**src/rtl/add4_accumulator_if.sv**
```systemverilog
// Handshake and adder-facing bundle for add4_accumulator.
// Valid/ready rule for both streams: a transfer happens on a rising clk edge where valid and ready are both high; a producer holds data steady while valid is high and ready is low.
interface add4_accumulator_if;
  logic       in_valid;
  logic       in_ready;
  logic [3:0] in_data;
  logic [3:0] a;
  logic [3:0] b;
  logic [3:0] s;
  logic       out_valid;
  logic       out_ready;
  logic [3:0] out_data;
  logic       out_ovf;

  modport slave (
    input  in_valid, in_data, s, out_ready,
    output in_ready, a, b, out_valid, out_data, out_ovf
  );

  modport master (
    output in_valid, in_data, s, out_ready,
    input  in_ready, a, b, out_valid, out_data, out_ovf
  );
endinterface

```
**src/rtl/add4_accumulator.sv**
```systemverilog
// Streams 4-bit operands through an external 4-bit adder and returns the batch total with a sticky carry flag.
// Optional ADD4_ACC_SAT_EN: saturate the accumulator at 4'hF on carry instead of wrapping.
module add4_accumulator #(
  parameter int COUNT = 4,
  parameter int CW    = 4
) (
  input  logic                 clk,
  input  logic                 rst,
  add4_accumulator_if.slave    bus,
  output logic [1:0]           dbg_state
);

  typedef enum logic [1:0] {
    IDLE = 2'd0,
    ACC  = 2'd1,
    DONE = 2'd2
  } state_t;

  state_t        state;
  logic [3:0]    acc;
  logic [CW-1:0] cnt;
  logic          ovf;

  logic          accept;
  logic          carry;
  logic [CW-1:0] cnt_inc;
  logic [3:0]    acc_next;

  assign bus.a         = acc;
  assign bus.b         = bus.in_data;
  assign bus.in_ready  = (state != DONE);
  assign bus.out_valid = (state == DONE);
  assign bus.out_data  = acc;
  assign bus.out_ovf   = ovf;
  assign dbg_state     = state;

  assign accept  = bus.in_valid & bus.in_ready;
  // The adder has no carry-out; a wrapped unsigned sum is always smaller than a.
  assign carry   = (bus.s < acc);
  assign cnt_inc = cnt + CW'(1);

`ifdef ADD4_ACC_SAT_EN
  assign acc_next = carry ? 4'hF : bus.s;
`else
  assign acc_next = bus.s;
`endif

  always_ff @(posedge clk) begin
    if (rst) begin
      state <= IDLE;
      acc   <= 4'h0;
      cnt   <= '0;
      ovf   <= 1'b0;
    end else begin
      case (state)
        IDLE, ACC: begin
          if (accept) begin
            acc <= acc_next;
            cnt <= cnt_inc;
            if (carry) ovf <= 1'b1;
            state <= (cnt_inc == CW'(COUNT)) ? DONE : ACC;
          end
        end
        DONE: begin
          if (bus.out_ready) begin
            state <= IDLE;
            acc   <= 4'h0;
            cnt   <= '0;
            ovf   <= 1'b0;
          end
        end
        default: state <= IDLE;
      endcase
    end
  end

endmodule

```
**src/flat_wrapper.sv**
```systemverilog
// flat-port wrapper written by rule: the top's interface ports become plain ports
module add4_accumulator_flat 
#(
  parameter int COUNT = 4,
  parameter int CW    = 4
)
  (clk, rst, dbg_state, bus_in_valid, bus_in_data, bus_s, bus_out_ready, bus_in_ready, bus_a, bus_b, bus_out_valid, bus_out_data, bus_out_ovf);
  add4_accumulator_if bus_i ();
  input  logic clk;
  input  logic rst;
  output logic [1:0] dbg_state;
  input wire logic [$bits(bus_i.in_valid)-1:0] bus_in_valid;
  input wire logic [$bits(bus_i.in_data)-1:0] bus_in_data;
  input wire logic [$bits(bus_i.s)-1:0] bus_s;
  input wire logic [$bits(bus_i.out_ready)-1:0] bus_out_ready;
  output wire logic [$bits(bus_i.in_ready)-1:0] bus_in_ready;
  output wire logic [$bits(bus_i.a)-1:0] bus_a;
  output wire logic [$bits(bus_i.b)-1:0] bus_b;
  output wire logic [$bits(bus_i.out_valid)-1:0] bus_out_valid;
  output wire logic [$bits(bus_i.out_data)-1:0] bus_out_data;
  output wire logic [$bits(bus_i.out_ovf)-1:0] bus_out_ovf;
  assign bus_i.in_valid = bus_in_valid;
  assign bus_i.in_data = bus_in_data;
  assign bus_i.s = bus_s;
  assign bus_i.out_ready = bus_out_ready;
  assign bus_in_ready = bus_i.in_ready;
  assign bus_a = bus_i.a;
  assign bus_b = bus_i.b;
  assign bus_out_valid = bus_i.out_valid;
  assign bus_out_data = bus_i.out_data;
  assign bus_out_ovf = bus_i.out_ovf;
  add4_accumulator #(.COUNT(COUNT), .CW(CW)) u_core (.clk(clk), .rst(rst), .bus(bus_i), .dbg_state(dbg_state));
endmodule
```
**config.mk**
```make
export PLATFORM = sky130hd
export DESIGN_NAME = add4_accumulator_flat
export DESIGN_NICKNAME = d
export VERILOG_FILES = /design/src/rtl/add4_accumulator_if.sv /design/src/rtl/add4_accumulator.sv /design/src/flat_wrapper.sv
export SDC_FILE = /design/constraint.sdc
export NUM_CORES = 1
export LEC_CHECK = 0
export ABC_AREA = 1
export CELL_PAD_IN_SITES_DETAIL_PLACEMENT = 2
export CELL_PAD_IN_SITES_GLOBAL_PLACEMENT = 2
export CORE_MARGIN = 4
export CORE_UTILIZATION = 30
export DETAILED_ROUTE_END_ITERATION = 10
export DONT_BUFFER_PORTS = 1
export PLACE_DENSITY = 0.7
export SETUP_SLACK_MARGIN = 0.3
export SKIP_CTS_REPAIR_TIMING = 1
export SLEW_MARGIN = 20
export SYNTH_ARGS = -nofsm -noshare
export SYNTH_HDL_FRONTEND = slang
export SYNTH_SLANG_ARGS = --single-unit
```
**constraint.sdc**
```tcl
create_clock -name clk -period 1.91 [get_ports clk]
set_clock_uncertainty 0.15 [all_clocks]
set_input_delay 0.191 -clock clk [delete_from_list [all_inputs] [get_ports clk]]
set_output_delay 0.191 -clock clk [all_outputs]
set_load 0.05 [all_outputs]
```
==> metrics.cfg <==
[placed_design]
post-place-ws_ns=0.3096
dp_hpwl_um=1321
gp_congestion=0.7054
dpl_cell_area_um2=678.2
port_buffers=0

[yosys]
synth.avg_cell_area_um2=7.363
ys_ff_latch=11
yosysWarnings=0
ys_seq_area_frac=0.3437
synth_area_leaders=dfxtp_1, nand2_1, ha_1
synth.largest_area_cell=dfxtp_1
synthDistinctLibCells=20
syn_nets=104
synth.top_cell.area_share=0.3438
synthesis.instances=87
synth_area_um2=640.6

[routing]
wl_per_cell_um=14.25
via_per_inst=4.521
drc=0
drt-initial-drc-count=0
dr.pass1.iters=1
ant_nets=0
vias=529
drt-total-wl_um=1667

[cts]
cts_htree_levels=1
clkLatencyLatePin_ns=0.27
clk_pin_slew_ns=0.08
cts_num_sinks=11
tritoncts=done
clockBufferDepth=2
cts_buffers=3
clockRootBuffer=clkbuf_4

[timing]
hold_violations=11
slew_violations=0
rsz0062_at_grt=yes
fmax_ghz=0.6387
fin_crit_sh=0.8197
maxSlewHeadroom=0.5932
tightest_slew_ns=0.6039
tns_ns=0
layout_setup_ws_ns=0.3444
fin_hold_ws_ns=-0.1766
period_needed_ns=1.566
setup_violations=0

[worst_setup_path]
required_ns=1.97
crit_path_start_kind=flop
worstPathArrival_ns=1.63
end_kind=flop
path_max_fanout=8
worst-setup-path-type=reg -> reg

[floorplanning]
die_x_um=54.21
io_pins=29
rows=16
start_util=0.3200
die_h_um=54.21
core_um2=2002
dieArea_um2=2939

[finish]
finalNetCount=108
fin_area_um2=728.2
layout-drive-gt1-share=0.2556
nFillCells=251
diodes=0
syn_to_final_growth_pct=13.67

[power]
p_leak_nw=0.3235
vdd_drop_max_uv=283.7
power_density_nw_per_um2=727.4

[global_route]
grt_antenna_before_repair=0
top_usage_layer=met2
grt_util_all_layers=0.1280
grt_max_degree=12
grt_pass1_wl_um=2677
grtUsageMet1=0.1483
grt_overflow=0
grt_pass1_vias=592
use_met3=0.03542
grt.met2_usage=0.2211

[run]
drv_cap=0

[status]
status=finished, violations left
violations=negative hold slack

[worst_hold_path]
hp-class=in -> reg

sequential cells by signal, summed over array words and instances (netlist names):
register,flops
u_core.bus.a,4
u_core.cnt,4
u_core.dbg_state,2
u_core.bus.out_ovf,1
where the power goes:
part | internal [W] | total [W] | switching (W)
clock network | 0.0000808 | 0.000165 | 0.0000844
logic | 0.0000316 | 0.000109 | 0.0000772
registers | 0.000240 | 0.000256 | 0.0000160
total | 0.000352 | 0.000530 | 0.000178
cells by family after synthesis:
kind of cell	after synthesis	synth area share
AOI/OAI and AO/OA	14	0.1191
DFF	11	0.3437
and+or+nand+nor	34	0.2402
xor gates and xnor gates	2	0.02735
buffers and inverters	21	0.1719
adders and majority gates	5	0.09766
worst max-delay path: stages (launching register included):
cell     delay, ns
dfxtp_4       0.47
inv_4         0.06
nor2_4        0.14
inv_6         0.04
or2_4         0.27
nand2_8       0.09
inv_4         0.04
nand2_2       0.05
nand2_2       0.05
a21oi_2       0.14
path summary, 6_finish.rpt:
kind	to	cells past startpoint	from	slack, ns
min	u_core.bus.out_ovf$_SDFFE_PP0P_	1	rst	-0.18
max reg2reg	u_core.bus.out_ovf$_SDFFE_PP0P_	9	u_core.dbg_state[1]$_SDFFE_PP0P_	0.34
max	u_core.bus.out_ovf$_SDFFE_PP0P_	9	u_core.dbg_state[1]$_SDFFE_PP0P_	0.34
min reg2reg	u_core.cnt[2]$_SDFFE_PP0P_	2	u_core.cnt[2]$_SDFFE_PP0P_	0.35
Yosys cell counts, drive strengths merged:
cell type	n
nand2	26
a21oi	12
dfxtp	11
inv	11
buf	9
ha	5
nand3	4
nor2	2
clkbuf	1
nor3	1
o21ai	1
o21bai	1
or2	1
xnor2	1
xor2	1
area by class of cell:
cell class | count | area, um^2 | share of cell area
multi-input cells | 55 | 324.1 | 0.4450
clock buffers | 4 | 26.28 | 0.03608
repair buffers | 9 | 67.56 | 0.09278
well taps | 27 | 33.78 | 0.04639
flip-flops and latches | 11 | 225.2 | 0.3093
inverters | 11 | 51.30 | 0.07045
cell usage in the layout (no fill, tap or decap), drive strengths merged:
master and n:
a21oi 12, buf 9, clkbuf 4, dfxtp 11, ha 5, inv 11
nand2 26, nand3 4, nor2 2, nor3 1, o21ai 1, o21bai 1
or2 1, xnor2 1, xor2 1
stage by stage:
step                      utilization  instances  total power [W]
after floorplan                     -         87        0.0003729
after global placement         0.3388        112        0.0003638
after detailed placement       0.3388        112        0.0003680
after CTS                      0.3519        116        0.0005369
after global routing           0.3638        117        0.0005660
final                          0.3638        117        0.0005297
routing by layer:
metal | vias to the layer above | routed length, um
li1 | 272 | -
met1 | 238 | 710
met2 | 19 | 836
met3 | 0 | 120
met4 | 0 | 0
met5 | - | 0
No activity file was read; power rests on OpenSTA's default activity.
